[config.mk]
export PLATFORM = sky130hd
export DESIGN_NAME = sha256_padder_flat
export DESIGN_NICKNAME = d
export VERILOG_FILES = /design/src/rtl/sha256_pkg.sv /design/src/rtl/sha256_padder_if.sv /design/src/rtl/sha256_pad_word.sv /design/src/rtl/sha256_padder.sv /design/src/flat_wrapper.sv
export SDC_FILE = /design/constraint.sdc
export NUM_CORES = 1
export LEC_CHECK = 0
export CORE_MARGIN = 2
export CORE_UTILIZATION = 44
export DETAILED_ROUTE_END_ITERATION = 10
export GPL_TIMING_DRIVEN = 0
export HOLD_SLACK_MARGIN = 0.02
export MAX_ROUTING_LAYER = met4
export PLACE_DENSITY = 0.77
export SLEW_MARGIN = 20
export SYNTH_ARGS = -nofsm -noshare
export SYNTH_HDL_FRONTEND = slang
export SYNTH_SLANG_ARGS = --single-unit
[constraint.sdc]
create_clock -name clk -period 2 [get_ports clk]
set_input_delay 0.4 -clock clk [delete_from_list [all_inputs] [get_ports clk]]
set_output_delay 0.4 -clock clk [all_outputs]
set_load 0.03 [all_outputs]
[src/rtl/sha256_pkg.sv]
// Shared SHA-256 definitions: padder FSM states, FIPS 180-4 padding constants,
// initial hash values and the message bit-length helper.
package sha256_pkg;

  localparam int LEN_W_DEF = 32;

  localparam logic [31:0] PAD_MARKER  = 32'h8000_0000;
  localparam logic [3:0]  LEN_HI_SLOT = 4'd14;
  localparam logic [3:0]  LEN_LO_SLOT = 4'd15;
  localparam logic [3:0]  LAST_SLOT   = 4'd15;
  // Highest slot at which the marker still leaves room for the length words.
  localparam logic [3:0]  LAST_LEN_FIT_SLOT = 4'd13;

  localparam logic [31:0] SHA256_H0 = 32'h6a09_e667;
  localparam logic [31:0] SHA256_H1 = 32'hbb67_ae85;
  localparam logic [31:0] SHA256_H2 = 32'h3c6e_f372;
  localparam logic [31:0] SHA256_H3 = 32'ha54f_f53a;
  localparam logic [31:0] SHA256_H4 = 32'h510e_527f;
  localparam logic [31:0] SHA256_H5 = 32'h9b05_688c;
  localparam logic [31:0] SHA256_H6 = 32'h1f83_d9ab;
  localparam logic [31:0] SHA256_H7 = 32'h5be0_cd19;

  typedef enum logic [2:0] {
    ST_IDLE,
    ST_CLEAR,
    ST_FILL,
    ST_PAD,
    ST_ISSUE,
    ST_WAIT,
    ST_DONE
  } pad_state_e;

  // Message length in bits from a zero-extended byte count.
  function automatic logic [63:0] bitlen_of(input logic [60:0] byte_count);
    return {byte_count, 3'b000};
  endfunction

endpackage

[src/rtl/sha256_padder_if.sv]
// Byte-message word stream feeding the SHA-256 padder.
interface sha256_padder_if;
  logic [31:0] s_data;
  logic        s_valid;
  logic        s_last;
  logic [1:0]  s_bytes;
  logic        s_ready;

  modport master (output s_data, s_valid, s_last, s_bytes, input s_ready);
  modport slave  (input s_data, s_valid, s_last, s_bytes, output s_ready);
endinterface

[src/rtl/sha256_pad_word.sv]
// Merges the 0x80 marker into a partial final word and zeroes the bytes after it.
module sha256_pad_word
  import sha256_pkg::*;
(
  input  logic [31:0] data,
  input  logic        last,
  input  logic [1:0]  bytes,
  output logic [31:0] word,
  output logic [2:0]  byte_inc,
  output logic        merged
);

  // NOTE: every output gets a default before the case so no latch is inferred.
  always_comb begin
    word     = data;
    byte_inc = 3'd4;
    merged   = 1'b0;
    if (last) begin
      unique case (bytes)
        2'd1: begin
          word     = {data[31:24], PAD_MARKER[31:8]};
          byte_inc = 3'd1;
          merged   = 1'b1;
        end
        2'd2: begin
          word     = {data[31:16], PAD_MARKER[31:16]};
          byte_inc = 3'd2;
          merged   = 1'b1;
        end
        2'd3: begin
          word     = {data[31:8], PAD_MARKER[31:24]};
          byte_inc = 3'd3;
          merged   = 1'b1;
        end
        default: ;
      endcase
    end
  end

endmodule

[src/rtl/sha256_padder.sv]
// Frames a byte message into padded 512-bit blocks and sequences the SHA-256
// core through clear, per-block start/done and final-digest notification.
module sha256_padder
  import sha256_pkg::*;
#(
  parameter int LEN_W = LEN_W_DEF
) (
  input  logic             clk,
  input  logic             reset_n,
  sha256_padder_if.slave   s,
  output logic             core_clear,
  output logic [511:0]     blk_data,
  output logic             blk_start,
  input  logic             blk_done,
  output logic             msg_done,
  output logic             busy
);

  pad_state_e         state_q, state_d;
  logic [15:0][31:0]  blk_q;
  logic [3:0]         idx_q;
  logic [LEN_W-1:0]   byte_cnt_q;
  logic               marker_pending_q;
  logic               len_ok_q;
  logic               final_q;
  logic               input_done_q;

  logic               s_ready_c;
  logic               accept;
  logic [31:0]        last_word;
  logic [2:0]         byte_inc;
  logic               merged;
  logic [31:0]        pad_fill;
  logic [63:0]        bitlen;
  logic               pad_len_ok;

  sha256_pad_word u_pad_word (
    .data     (s.s_data),
    .last     (s.s_last),
    .bytes    (s.s_bytes),
    .word     (last_word),
    .byte_inc (byte_inc),
    .merged   (merged)
  );

  assign s.s_ready  = s_ready_c;
  assign accept     = s_ready_c && s.s_valid;
  assign blk_data   = blk_q;
  assign bitlen     = bitlen_of(61'(byte_cnt_q));
  assign pad_len_ok = len_ok_q && !marker_pending_q;

  // NOTE: state is a flop, so it is updated with non-blocking assignments only.
  always_ff @(posedge clk or negedge reset_n) begin
    if (!reset_n) state_q <= ST_IDLE;
    else          state_q <= state_d;
  end

  always_comb begin
    state_d    = state_q;
    s_ready_c  = 1'b0;
    core_clear = 1'b0;
    blk_start  = 1'b0;
    msg_done   = 1'b0;
    busy       = (state_q != ST_IDLE);
    unique case (state_q)
      ST_IDLE:  if (s.s_valid) state_d = ST_CLEAR;
      ST_CLEAR: begin
        core_clear = 1'b1;
        state_d    = ST_FILL;
      end
      ST_FILL: begin
        s_ready_c = 1'b1;
        if (s.s_valid) begin
          if (idx_q == LAST_SLOT) state_d = ST_ISSUE;
          else if (s.s_last)      state_d = ST_PAD;
        end
      end
      ST_PAD:   if (idx_q == LAST_SLOT) state_d = ST_ISSUE;
      ST_ISSUE: begin
        blk_start = 1'b1;
        state_d   = ST_WAIT;
      end
      ST_WAIT: begin
        if (blk_done) begin
          if (final_q)           state_d = ST_DONE;
          else if (input_done_q) state_d = ST_PAD;
          else                   state_d = ST_FILL;
        end
      end
      ST_DONE: begin
        msg_done = 1'b1;
        state_d  = ST_IDLE;
      end
      default: state_d = ST_IDLE;
    endcase
  end

  // Pending marker goes first; the length only lands once the marker fits below slot 14.
  always_comb begin
    pad_fill = '0;
    if (marker_pending_q)                       pad_fill = PAD_MARKER;
    else if (len_ok_q && idx_q == LEN_HI_SLOT)  pad_fill = bitlen[63:32];
    else if (len_ok_q && idx_q == LEN_LO_SLOT)  pad_fill = bitlen[31:0];
  end

  // NOTE: the block register is reset because blk_data must read zero out of reset.
  always_ff @(posedge clk or negedge reset_n) begin
    if (!reset_n) begin
      blk_q            <= '0;
      idx_q            <= '0;
      byte_cnt_q       <= '0;
      marker_pending_q <= 1'b0;
      len_ok_q         <= 1'b0;
      final_q          <= 1'b0;
      input_done_q     <= 1'b0;
    end else begin
      unique case (state_q)
        ST_CLEAR: begin
          idx_q            <= '0;
          byte_cnt_q       <= '0;
          marker_pending_q <= 1'b0;
          len_ok_q         <= 1'b0;
          final_q          <= 1'b0;
          input_done_q     <= 1'b0;
        end
        ST_FILL: begin
          if (accept) begin
            blk_q[idx_q] <= last_word;
            idx_q        <= idx_q + 4'd1;
            byte_cnt_q   <= byte_cnt_q + LEN_W'(byte_inc);
            if (s.s_last) begin
              input_done_q <= 1'b1;
              if (merged) len_ok_q         <= (idx_q <= LAST_LEN_FIT_SLOT);
              else        marker_pending_q <= 1'b1;
            end
          end
        end
        ST_PAD: begin
          blk_q[idx_q] <= pad_fill;
          idx_q        <= idx_q + 4'd1;
          if (marker_pending_q) begin
            marker_pending_q <= 1'b0;
            len_ok_q         <= (idx_q <= LAST_LEN_FIT_SLOT);
          end
          if (idx_q == LAST_SLOT) final_q <= pad_len_ok;
        end
        ST_WAIT: begin
          if (blk_done) begin
            idx_q <= '0;
            // A fresh padding-only block always has room for the length.
            if (!final_q && input_done_q) len_ok_q <= 1'b1;
          end
        end
        default: ;
      endcase
    end
  end

endmodule

[src/flat_wrapper.sv]
// flat-port wrapper written by rule: the top's interface ports become plain ports
module sha256_padder_flat import sha256_pkg::*;
#(
  parameter int LEN_W = LEN_W_DEF
)
  (clk, reset_n, core_clear, blk_data, blk_start, blk_done, msg_done, busy, s_s_data, s_s_valid, s_s_last, s_s_bytes, s_s_ready);
  sha256_padder_if s_i ();
  input  logic clk;
  input  logic reset_n;
  output logic core_clear;
  output logic [511:0] blk_data;
  output logic blk_start;
  input  logic blk_done;
  output logic msg_done;
  output logic busy;
  input wire logic [$bits(s_i.s_data)-1:0] s_s_data;
  input wire logic [$bits(s_i.s_valid)-1:0] s_s_valid;
  input wire logic [$bits(s_i.s_last)-1:0] s_s_last;
  input wire logic [$bits(s_i.s_bytes)-1:0] s_s_bytes;
  output wire logic [$bits(s_i.s_ready)-1:0] s_s_ready;
  assign s_i.s_data = s_s_data;
  assign s_i.s_valid = s_s_valid;
  assign s_i.s_last = s_s_last;
  assign s_i.s_bytes = s_s_bytes;
  assign s_s_ready = s_i.s_ready;
  sha256_padder #(.LEN_W(LEN_W)) u_core (.clk(clk), .reset_n(reset_n), .s(s_i), .core_clear(core_clear), .blk_data(blk_data), .blk_start(blk_start), .blk_done(blk_done), .msg_done(msg_done), .busy(busy));
endmodule
==> results by group, run 1 <==
Logic synthesis
  – Top cell type's share of synthesized area: 0.665
  – Post-synthesis area per instance: 10.3 um2
  – Yosys warning count: 0
  – Number of distinct library cells after synthesis: 53
  – Combined area of all synthesized cells: 0.0209 mm2
  – Post-synthesis sequential element count: 555
  – Top FF cell, synth: dfrtp_1
  – Total nets after synthesis: 2079
  – Leading cell types by total area after synthesis: dfrtp_1 66%, o21ai_0 12%, nand2_1 8.9%
  – Proportion of register bits with asynchronous set or reset after synthesis: 1.00
  – Synthesized netlist cell count: 2031
  – Part of the Yosys area used for sequential elements: 0.665
  – Cell type contributing the most total cell area after synthesis: dfrtp_1
  – Post-synth EDFFs: 0

Finish
  – Number of nets in the final layout: 2847
  – Area Overhead vs Synth: 60.2%
  – Most common cell after layout, fill and taps aside: dfrtp_1
  – Most frequent cells in the layout: 551 x dfrtp_1, 497 x nand2_1, 457 x clkdlybuf4s50_1
  – Fraction of layout instances using a drive strength above 1: 0.256
  – Area of all placed cells without fillers: 0.0335 mm2
  – Post-layout utilization of the core: 0.717
  – Count of filler cells inserted in the layout: 3097

Critical path
  – Slowest CP cell: dfrtp_1
  – Critical Path RT: 2.46 ns
  – Worst setup slack for register-to-register paths: -0.24 ns
  – Type of the worst setup path: flop to flop
  – Launching element of the worst setup path: u_core.idx_q[0]$_DFFE_PN0P_
  – Most frequent cell on the critical path: buf_8
  – Cells along the critical path: inv_2, ha_4, nand2b_4, nor3_4, and2_4, buf_8, buf_6, buf_8, a22oi_2, buf_6, buf_8, o21ai_2
  – Reg-to-reg critical path startpoint: u_core.idx_q[0]$_DFFE_PN0P_
  – CP delay by family, top: buffers and inverters
  – Number of cell instances on the worst register-to-register path: 12
  – Worst-path maximum fanout: 5
  – Kind of capture point of the worst setup path: flop
  – Endpoint of the worst register-to-register path: u_core.blk_data[309]$_DFFE_PN0P_
  – Slowest stage delay, CP: 0.43 ns
  – Kind of start point of the critical path: flop
  – CP arrival: 2.71 ns
  – Critical path buffers and inverters: 6

GRT
  – Largest net degree at the start of global routing: 100
  – Wire length of the first global-routing pass: 129000 um
  – Initial antenna violation count: 6
  – Via count of the first global-routing pass: 20100
  – Overall track demand over capacity in global routing: 0.361
  – Grt total ovfl: 0

Power
  – Worst supply voltage drop on vdd: 1230 uV
  – Cell leakage power: 0.0155 uW
  – Power per cell area: 1620 mW/mm2

STA
  – Final max-slew violation count: 0
  – Maximum clock skew at final layout: 0.0294 ns
  – Fmax achieved: 446 MHz
  – Unrepaired setup endpoints after global routing: true
  – Normalized max-slew margin: 0.554
  – Final number of setup-violating endpoints: 850
  – Final critical-path share of the clock period: 1.12
  – Hold Slack: -0.285 ns
  – Min setup slack post-route: -0.244 ns
  – Fin. Hold Viols: 60
  – Worst Max-Slew Pin Slew: 0.664 ns
  – Clock period minus final worst setup slack: 2.24 ns

Drt
  – First-pass iteration count of the detailed router: 6
  – # DRC: 0
  – Via-to-Cell Ratio: 5.92
  – Drt initial violations: 2401
  – Count of antenna-violating nets left after detailed routing: 0
  – Wire length per cell: 26.6 um
  – Aggregate routed wire length: 91900 um
  – Routed vias: 20400

Floorplan
  – Initial Util: 0.448
  – Overall die area: 0.0492 mm2
  – Num ports: 556
  – DIE HEIGHT: 222 um
  – Number of placement rows: 79
  – Core Box Area: 0.0467 mm2
  – Die Wd: 222 um

Clock network
  – CTS tree: yes
  – Insertion delay to the later sink of the worst-skew pair: 0.61 ns
  – Max Root-Sink Buffers: 3
  – H-Tree Level Count: 2
  – Cell at the root of the clock tree: clkbuf_16
  – Cts bufs inserted: 55
  – Clock-pin slew on the worst setup and hold paths: 0.06 ns
  – Clk sink count: 555

Placed design
  – Routability cong.: 0.929
  – Sum of net half-perimeters after detailed placement: 57100 um
  – Setup slack at placement: -1.78 ns
  – Placed instance area: 0.0275 mm2
  – Port-buffer cells: 555

Hold path
  – Worst min-delay path class: input pin to async pin

Run
  – Max-capacitance violation count: 0

Run status
  – Run status: finished with violations
  – Violated checks: hold timing, setup timing
[worst max path at each step]
stage / end / slack (ns) / cells past startpoint
floorplan: u_core.byte_cnt_q[12]$_DFFE_PN0P_ / -0.006 / 9
finish: u_core.blk_data[309]$_DFFE_PN0P_ / -0.24 / 12
detailed placement: u_core.blk_data[256]$_DFFE_PN0P_ / -1.78 / 7
global route: u_core.blk_data[309]$_DFFE_PN0P_ / -0.30 / 12
CTS: core_clear / -0.17 / 6
global placement: u_core.blk_data[277]$_DFFE_PN0P_ / -23.04 / 1
[state kept, by name, indices dropped and copies added, names as in the netlist]
name                     cells
u_core.byte_cnt_q           32
u_core.idx_q                 4
u_core.blk_data            512
u_core.len_ok_q              1
u_core.final_q               1
u_core.marker_pending_q      1
u_core.state_q               3
u_core.input_done_q          1
[worst register-to-register path: cells and delay by family (launching register included)]
kind | cells | cell delay, ns
compound gates | 2 | 0.29
fa+ha+maj | 1 | 0.14
buf+inv | 6 | 0.88
flops | 1 | 0.43
simple gates | 3 | 0.37
[per-layer routing]
layer / track usage / part of all wire / up-vias
li1: - / - / 8445
met1: 0.426 / 0.36 / 10200
met2: 0.577 / 0.47 / 1385
met3: 0.0845 / 0.093 / 462
met4: 0.193 / 0.074 / 0
met5: - / 0 / -
[synth_stat cells, types with 3 or more instances]
library cell / number
ha_1: 8
dfrtp_1: 555
o21a_1: 3
or3_1: 3
xnor2_1: 17
buf_6: 3
nor2b_1: 6
nor2_1: 66
and3_1: 10
a22oi_2: 6
clkbuf_1: 135
o21ai_1: 7
nand4_1: 16
nor4_1: 8
a22oi_1: 18
a211oi_1: 3
and2_1: 6
xor2_1: 7
inv_1: 18
nand2_1: 498
nor3_1: 12
nand3_1: 25
a31o_2: 5
a31oi_1: 4
nand2b_1: 4
o21ai_0: 488
buf_2: 9
a21oi_1: 57
[layout make-up]
class                   count  area (um2)  share of cell area
diodes                      3        7.51            0.000224
plain buffers             143        1260              0.0378
clock buffers              80        1660              0.0497
clock inverters            22         344              0.0103
inverters                  19        90.1             0.00269
multi-input cells        1307        8000               0.239
flip-flops and latches    555       13900               0.415
well taps                 607         759              0.0227
repair buffers            718        7450               0.223
[metrics by stage]
| step | power [uW] | hold slack, ns | setup TNS [ns] | std cells |
|---|---|---|---|---|
| CTS | 52100 | -0.259 | -42.40 | 3416 |
| global route | 56200 | -0.241 | -94.71 | 3454 |
| global placement | 37100 | 0.460 | - | 3193 |
| finish | 54300 | -0.285 | -63.25 | 3454 |
| detailed placement | 37600 | 0.370 | -617.41 | 3200 |
| floorplan | 27300 | 0.104 | -0.0499 | 2031 |
[repair_timing]
item,CTS,global route
hold endpoints to repair,60,60
setup buffers,102,41
gates resized for setup,686,437
cloned,15,6
pin swaps,92,116
endpoints found under the setup margin,1059,990
[power breakdown]
group / total [uW] / internal (uW) / switching, uW
Sequential: 16700 / 14600 / 2190
Clock: 11400 / 6920 / 4520
Combinational: 26200 / 9900 / 16300
[cells by family (layout without fill, tap and decap cells)]
group | Yosys count | after routing | share of synthesized area
other | 0 | 3 | 0
AND/OR/NAND/NOR | 669 | 670 | 0.133
adder cells (fa/ha/maj) | 9 | 9 | 0.00575
multiplexers | 3 | 3 | 0.00156
buffers and inverters | 170 | 982 | 0.0325
XOR/XNOR | 24 | 24 | 0.0101
flip-flops | 555 | 555 | 0.665
AO/OA/AOI/OAI | 601 | 601 | 0.152
Note: power is estimated with default switching activity, not from simulation.
==> run 2: changes to the inputs <==
- CORE_MARGIN: 2 -> 4
==> results by group, run 2 (same netlist as run 1, synthesis figures left out) <==
Run status
  – Run status: finished with violations
  – Violated checks: setup timing

Power
  – Power share of the clock group: 0.209 (about the same)
  – Part of the total power dissipated in combinational logic: 0.478 (-0.004)
  – Share of total power in sequential cells: 0.312 (+0.004)
  – Cell leakage power: 0.0144 uW (-6.9%)
  – Cell internal pwr: 30800 uW (-1.9%)
  – Sw power: 22800 uW (-0.58%)
  – Switching fraction of total power: 0.426 (+0.00320)
  – Power per cell area: 1630 mW/mm2 (+0.53%)
  – Worst supply voltage drop on vdd: 1280 uV (+3.9%)
  – PnR Total Power: 53600 uW (-1.3%)

Floorplan
  – Overall die area: 0.0510 mm2 (+3.6%)
  – Die Wd: 226 um (+1.8%)
  – Number of placement rows: 79 (unchanged)
  – Num ports: 556 (unchanged)
  – Core Box Area: 0.0468 mm2 (+0.21%)
  – Initial Util: 0.447 (-0.000946)
  – DIE HEIGHT: 226 um (+1.8%)

Clock network
  – CTS tree: yes
  – Max Root-Sink Buffers: 3 (unchanged)
  – H-Tree Level Count: 2 (unchanged)
  – Cts bufs inserted: 56 (+1.8%)
  – Cell at the root of the clock tree: clkbuf_16
  – Clk sink count: 555 (unchanged)
  – Clock-pin slew on the worst setup and hold paths: 0.07 ns (about the same)
  – Insertion delay to the later sink of the worst-skew pair: 0.62 ns (about the same)

Critical path
  – Instance count on the critical path: 11 (-1)
  – Slowest CP cell: dfrtp_2
  – Kind of capture point of the worst setup path: flop
  – Launching element of the worst setup path: u_core.idx_q[1]$_DFFE_PN0P_
  – CP arrival: 2.80 ns (+0.09 ns)
  – Most frequent cell on the critical path: buf_12
  – Worst-path maximum fanout: 10 (+5)
  – Critical Path RT: 2.53 ns (+0.07 ns)
  – Kind of start point of the critical path: flop
  – CP delay by family, top: buffers and inverters
  – Type of the worst setup path: flop to flop
  – Slowest stage delay, CP: 0.44 ns (about the same)
  – Critical path buffers and inverters: 5 (-1)
  – Reg-to-reg critical path startpoint: u_core.idx_q[1]$_DFFE_PN0P_
  – Cells along the critical path: buf_12, ha_4, nand2b_4, nor3_4, and2_4, buf_8, clkbuf_16, a22oi_2, buf_6, buf_12, o21ai_0
  – Number of cell instances on the worst register-to-register path: 11 (-1)

Finish
  – Fraction of layout instances using a drive strength above 1: 0.229 (-0.0271)
  – Post-layout utilization of the core: 0.703 (-0.0147)
  – Most common cell after layout, fill and taps aside: dfrtp_1
  – Count of filler cells inserted in the layout: 3192 (+3.1%)
  – Register area: 0.0139 mm2 (about the same)
  – Area of combinational cells with multiple inputs: 0.00776 mm2 (-2.9%)
  – Most frequent cells in the layout: 553 x dfrtp_1, 542 x clkdlybuf4s50_1, 497 x nand2_1
  – Number of nets in the final layout: 2811 (-1.3%)
  – Area Overhead vs Synth: 57.3%
  – Flip-flop count of the largest register, all copies and words added: 512 (unchanged)

Hold path
  – Worst min-delay path class: input pin to flop
  – Count of cells along the worst hold path: 3
  – Origin of the worst min-delay path: s_s_last

Drt
  – # DRC: 0 (unchanged)
  – Via-to-Cell Ratio: 5.82 (-1.6%)
  – Drt initial violations: 1912 (-20%)
  – First-pass iteration count of the detailed router: 7 (+1)
  – Count of antenna-violating nets left after detailed routing: 0 (unchanged)
  – Wire length per cell: 26.1 um (-2.0%)
  – Routed vias: 19900 (-2.5%)
  – Aggregate routed wire length: 89200 um (-3.0%)

GRT
  – Initial antenna violation count: 4 (-2)
  – Via count of the first global-routing pass: 19600 (-2.6%)
  – Grt total ovfl: 0 (unchanged)
  – Overall track demand over capacity in global routing: 0.336 (-0.0246)
  – Largest net degree at the start of global routing: 105 (+5.0%)
  – Wire length of the first global-routing pass: 125000 um (-2.7%)

STA
  – Min setup slack post-route: -0.271 ns (-0.0267 ns)
  – Normalized max-slew margin: 0.511 (-0.0427)
  – Worst Max-Slew Pin Slew: 0.733 ns (+0.0692 ns)
  – Unrepaired setup endpoints after global routing: true
  – Final max-slew violation count: 0 (unchanged)
  – Maximum clock skew at final layout: 0.0212 ns (-0.00816 ns)
  – Final number of setup-violating endpoints: 1013 (+19%)
  – Clock period minus final worst setup slack: 2.27 ns (+0.0267 ns)
  – Hold Slack: 0.268 ns (+0.553 ns)
  – Final critical-path share of the clock period: 1.14 (+0.0133)
  – Fmax achieved: 440 MHz (-1.2%)
  – Total Negative Setup Slacks: -102.80 ns (-39.55 ns)
  – Fin. Hold Viols: 0 (-100%)

Placed design
  – Sum of net half-perimeters after detailed placement: 57200 um (+0.18%)
  – Port-buffer cells: 555 (unchanged)
  – Routability cong.: 0.962 (+3.5%)

Run
  – Max-capacitance violation count: 0 (unchanged)
[run 2: cell types whose count changed in the layout (fill, tap and decap cells not counted), sizes merged, moves of 5 or more]
cell / delta
inv: +5
clkbuf: +9
dlymetal6s2s: -20
dlygate4sd2: -64
clkdlybuf4s50: +85
buf: -56
clkinv: +6
[run 2: final timing paths]
kind	to	slack [ns]
max	u_core.blk_data[437]$_DFFE_PN0P_	-0.27
min	u_core.input_done_q$_DFFE_PN0P_	0.27
max reg2reg	u_core.blk_data[437]$_DFFE_PN0P_	-0.27
min reg2reg	u_core.blk_data[364]$_DFFE_PN0P_	0.47
max in group asynchronous	u_core.blk_data[305]$_DFFE_PN0P_	0.12
min in group asynchronous	u_core.byte_cnt_q[2]$_DFFE_PN0P_	0.40
[run 2: routing by layer]
layer / wire length (um) / track usage / vias up
met5: 0 / - / -
met4: 5820 / 0.159 / 0
met3: 7670 / 0.0669 / 327
met2: 42900 / 0.540 / 1219
met1: 32800 / 0.413 / 10000
li1: - / - / 8373
[run 2: per-stage QoR]
stage	cell area, um2	instances	setup slack [ns]
floorplan	21000	2031	-0.00562
global placement	27300	3193	-22.94
detailed placement	27400	3199	-1.69
CTS	31400	3395	-0.257
global route	32800	3421	-0.335
finish	32800	3421	-0.271
[run 2: what timing repair did]
| item | in CTS | in global routing |
|---|---|---|
| hold endpoints to repair | 83 | 0 |
| pin swaps | 41 | 128 |
| gates cloned | 7 | 10 |
| resized for setup | 426 | 527 |
| hold buffers | 1 | 0 |
| setup buffers | 85 | 21 |
| setup endpoints to repair | 1060 | 1234 |
[run 2: layout make-up]
class,count,area share
Sequential cell,555,0.423
Multi-Input combinational cell,1307,0.236
Timing Repair Buffer,676,0.217
Clock buffer,72,0.0467
Buffer,148,0.0388
Tap cell,607,0.0231
Clock inverter,33,0.0126
Inverter,19,0.00255
Antenna cell,4,0.000305
[run 2: power groups by stage]
stage,logic [uW],registers [uW],clock network (uW)
2_1_floorplan,4560,22700,0
3_3_place_gp,20400,16700,0
3_5_place_dp,20900,16800,0
4_1_cts,23500,16600,11200
5_1_grt,26700,17100,11700
6_report,25600,16800,11200
[run 2: worst min-delay path: cells and delay by family]
| family | cells | cell delay (ns) |
|---|---|---|
| buffers and inverters | 1 | 0.21 |
| AO/OA/AOI/OAI | 1 | 0.19 |
| AND/OR/NAND/NOR | 1 | 0.05 |
==> RTL change 1 (settings of run 1) <==
Make the reset (`reset_n`) synchronous in 2 clocked blocks.
--- a/src/rtl/sha256_padder.sv
+++ b/src/rtl/sha256_padder.sv
@@ -51,5 +51,5 @@
 
   // NOTE: state is a flop, so it is updated with non-blocking assignments only.
-  always_ff @(posedge clk or negedge reset_n) begin
+  always_ff @(posedge clk) begin
     if (!reset_n) state_q <= ST_IDLE;
     else          state_q <= state_d;
@@ -105,5 +105,5 @@
 
   // NOTE: the block register is reset because blk_data must read zero out of reset.
-  always_ff @(posedge clk or negedge reset_n) begin
+  always_ff @(posedge clk) begin
     if (!reset_n) begin
       blk_q            <= '0;
Formal check against the unedited RTL: differs if reset_n is asserted again (counterexample within 4 cycles, from zero or initial values and one cycle with reset_n low); with reset_n held inactive, the same outputs for 4 cycles.
==> RTL change 1 against run 1 <==
- the flow finishes with violations (negative setup slack)
- area after synthesis decreased by 6.4%
- critical path type is now in -> reg
- final area fell by 1.6%
- global-route usage is 1.9 points higher
- critical path depth shrank 6
- worst setup slack gained 0.026 ns
- synthesized cell count rose by 9.2%
- core utilization increased by 3.1 points
- sequential cell count stayed put
- count of clock-buffer cells in the layout decreased by 3
- routed wire length is 6.9% higher
- via count grew 8.7%
Power is not compared: it rests on default switching activity, and its combinational part moved more than twofold at a synthesized area within 25%.
==> RTL change 1: results <==
group,metric,value,unit
outcome,status,"complete, but fails checks",
outcome,violations,"negative setup slack",
routing,vias,22200,
grt,use_met3,10.8,%
cells_and_area,final_layout_size_suffix_gt1_share,26.2,%
routing,met1_length,34600,um
timing,fin_setup_tns,-39.48,ns
timing,finalSetupViolations,373,
yosys,synth_xor_area_share,0.985,%
grt,grt.met1_usage,43.4,%
critical_path,reg2reg_to,"u_core.blk_data[405]",
placed_design,dpl.cell_count,3368,
critical_path,reg2reg_from,"u_core.idx_q[0]",
critical_path,r2r_slack,-0.21,ns
clock_tree,numCtsBuffers,54,
critical_path,reg2reg_depth,11,
routing,routed-wl-met2,44700,um
critical_path,crit_arrival,2.78,ns
routing,totalWireLength,98300,um
grt,grt_pass1_wl,130000,um
timing,postLayoutSetupSlackWorst,-0.218,ns
timing,hold-worst-slack,0.338,ns
grt,grt_antenna_before_repair,2,
yosys,ys_seq_area_share,56.8,%
critical_path,slowest_stage,"clkdlybuf4s50_1",
==> RTL change 1: worst max path at each step <==
| stage | slack, ns | depth (start not counted) | startpoint | to |
|---|---|---|---|---|
| floorplan | -0.16 | 9 | s_s_last | u_core.byte_cnt_q[24] |
| global placement | -1.55 | 7 | s_s_last | u_core.blk_data[359] |
| detailed placement | -1.41 | 6 | reset_n | u_core.blk_data[400] |
| CTS | -0.15 | 7 | u_core.state_q[1] | u_core.byte_cnt_q[27] |
| global route | -0.23 | 11 | u_core.idx_q[0] | u_core.blk_data[364] |
| finish | -0.22 | 6 | reset_n | u_core.blk_data[236] |
==> RTL change 1: cell type report <==
cell class	instances	area [sq um]	area share (%)
buffer	211	1380	4.19
antenna	2	5.00	0.0152
clock inverter	19	354	1.08
clock buffer	77	1600	4.86
timing repair buffer	688	8230	25.0
multi-input combinational	1426	9410	28.6
tap	592	741	2.25
inverter	16	60.1	0.182
sequential	555	11100	33.8
==> RTL change 2 (settings of run 1) <==
Made on the original files. `LEN_W_DEF`: 32 -> 16.
--- a/src/rtl/sha256_pkg.sv
+++ b/src/rtl/sha256_pkg.sv
@@ -3,5 +3,5 @@
 package sha256_pkg;
 
-  localparam int LEN_W_DEF = 32;
+  localparam int LEN_W_DEF = 16;
 
   localparam logic [31:0] PAD_MARKER  = 32'h8000_0000;
Behaviour: same outputs for any inputs over 4 cycles, from zero or initial values and one cycle with reset_n low; that may be too few to reach the edited logic, so the function may still have changed.
==> RTL change 2 against run 1 <==
- the run still ends with negative hold slack, negative setup slack left
- area after synthesis rose by 1.5%
- sequential cell count fell by 16
- worst setup slack improved by 0.073 ns
- final area fell by 7.2%
- die area rose by 1.5%
- count of clock-buffer cells in the layout fell by 2
- power fell by 5.2%
- routed wire length fell by 25%
==> RTL change 2: results <==
group,metric,value,unit
placed_design,postPlaceCellArea,0.0277,sq mm
routing,first_pass_iters,5,
critical_path,path_max_fanout,7,
yosys,synth_xor_area_share,0.124,%
critical_path,reg2reg_depth,7,
critical_path,reg2reg_to,"u_core.blk_data[324]",
yosys,synth_commonest_cells,"dfrtp_1 (539), mux2_2 (496), buf_2 (60)",
yosys,ys_async_sr_fraction,100,%
timing,final-hold-violation-count,199,
yosys,ys_seq_area_share,63.6,%
grt,grt.total_usage,27.8,%
critical_path,r2r_slack,-0.07,ns
pwr,ir_drop,0.00106,V
yosys,yosys.area_share.adder,0.508,%
grt,grt_antenna_before_repair,2,
grt,use_met3,8.03,%
yosys,synthMuxAreaShare,27.3,%
timing,finalSetupViolations,70,
grt,grt_pass1_wl,100000,um
pwr,switching_share,40.7,%
placed_design,gp_congestion,0.911,
yosys,synth_area_leaders,"dfrtp_1 (64%), mux2_2 (26%), buf_2 (1.4%), mux2_1 (0.90%), nand2_1 (0.62%)",
timing,skew,0.0227,ns
grt,grt_pass1_vias,15400,
grt,grt.met1_usage,33.1,%
cells_and_area,fillers,3449,
placed_design,dp_hpwl,47600,um
timing,postLayoutSetupSlackWorst,-0.172,ns
cells_and_area,finalNetCount,2104,
cells_and_area,final_layout_size_suffix_gt1_share,40.9,%
routing,vias_per_cell,5.38,
clock_tree,clk_path_buf_depth,3,
critical_path,reg2reg_from,"u_core.state_q[2]",
yosys,syn-num-nets,1420,
timing,hold-worst-slack,-0.132,ns
placed_design,pre_cts_slack,-1.32,ns
routing,avgRoutedWirePerCell,25.5,um
yosys,synth_compound_area_share,2.75,%
routing,dr.first_iter.drc_count,957,
outcome,violations,"negative hold slack, negative setup slack",
critical_path,crit_arrival,1.77,ns
grt,met2_usage,44.9,%
outcome,status,"complete, but fails checks",
pwr,p_leak,0.0170,uW
timing,tightest_slew,0.715,ns
grt,grt_max_degree,102,
-- RTL change 2: cell types whose count changed after synthesis, moves of 17 or more --
cell	before	now
nand2_1	498	35
nor2_1	66	6
mux2_1	0	17
a21oi_1	57	17
o21ai_0	488	13
buf_2	9	60
a22oi_1	18	0
mux2_2	2	496
clkbuf_1	135	22
-- RTL change 2: worst register-to-register path: cells and delay by family (launching register included) --
kind,cells,cell delay [ns]
AOI/OAI and AO/OA,1,0.31
buffers and inverters,3,0.51
DFF,1,0.44
muxes,1,0.27
and+or+nand+nor,2,0.42
-- RTL change 2: worst max-delay path by stage --
stage,startpoint,end,slack [ns],cells after the start
after global routing,u_core.state_q[2],core_clear,-0.21,6
after floorplan,s_s_last,u_core.byte_cnt_q[10],0.01,7
final,u_core.state_q[2],core_clear,-0.17,6
after detailed placement,s_s_last,u_core.blk_data[405],-1.32,7
after global placement,reset_n,u_core.blk_data[318],-22.51,1
after CTS,u_core.state_q[0],core_clear,-0.19,6
-- RTL change 2: what timing repair did --
item,4_1_cts,5_1_grt
setup endpoints to repair,1105,476
cloned,1,6
buffers inserted,27,39
resized for setup,727,194
hold endpoints to repair,53,199
pin swaps,13,21
-- RTL change 2: cell families (layout without fill, tap and decap cells) --
family                   Yosys count  count (layout)
AO/OA/AOI/OAI                     82              82
XOR/XNOR                           3               3
adder cells (fa/ha/maj)            8               8
buffers and inverters            115             844
flip-flops                       539             539
multiplexers                     515             515
other                              0               2
AND/OR/NAND/NOR                  111             111
-- RTL change 2: per-layer routing --
layer	share of wire [%]	wire length [um]
met2	49	34300
met5	0	0
met4	3.7	2560
met3	7.7	5370
met1	39	27100
-- RTL change 2: area by class of cell --
cell class | instances | area share (%)
Buffer | 95 | 3.37
Multi-Input combinational cell | 719 | 24.9
Sequential cell | 539 | 43.5
Inverter | 10 | 0.193
Clock inverter | 25 | 1.35
Tap cell | 615 | 2.48
Timing Repair Buffer | 636 | 19.0
Clock buffer | 78 | 5.26
Antenna cell | 2 | 0.0161
-- RTL change 2: stage by stage --
step           hold slack (ns)  util (%)  total power, uW  std cells  TNS [ns]
6_report                -0.132      65.2            51500       2719     -1.97
2_1_floorplan            0.104         -            29600       1373         0
3_5_place_dp             0.347      58.1            40500       2548   -539.04
3_3_place_gp             0.474      57.8            40000       2543         -
4_1_cts                 -0.114      63.0            50500       2678    -0.648
5_1_grt                -0.0987      65.2            53500       2719    -13.03
-- RTL change 2: power groups by stage --
stage                     logic, uW  registers [uW]  clock network [uW]
final                         23400           16600               11500
after global routing          24400           17100               12000
after CTS                     22200           16600               11600
after detailed placement      23600           16800                   0
after global placement        23300           16700                   0
after floorplan                5870           23800                   0
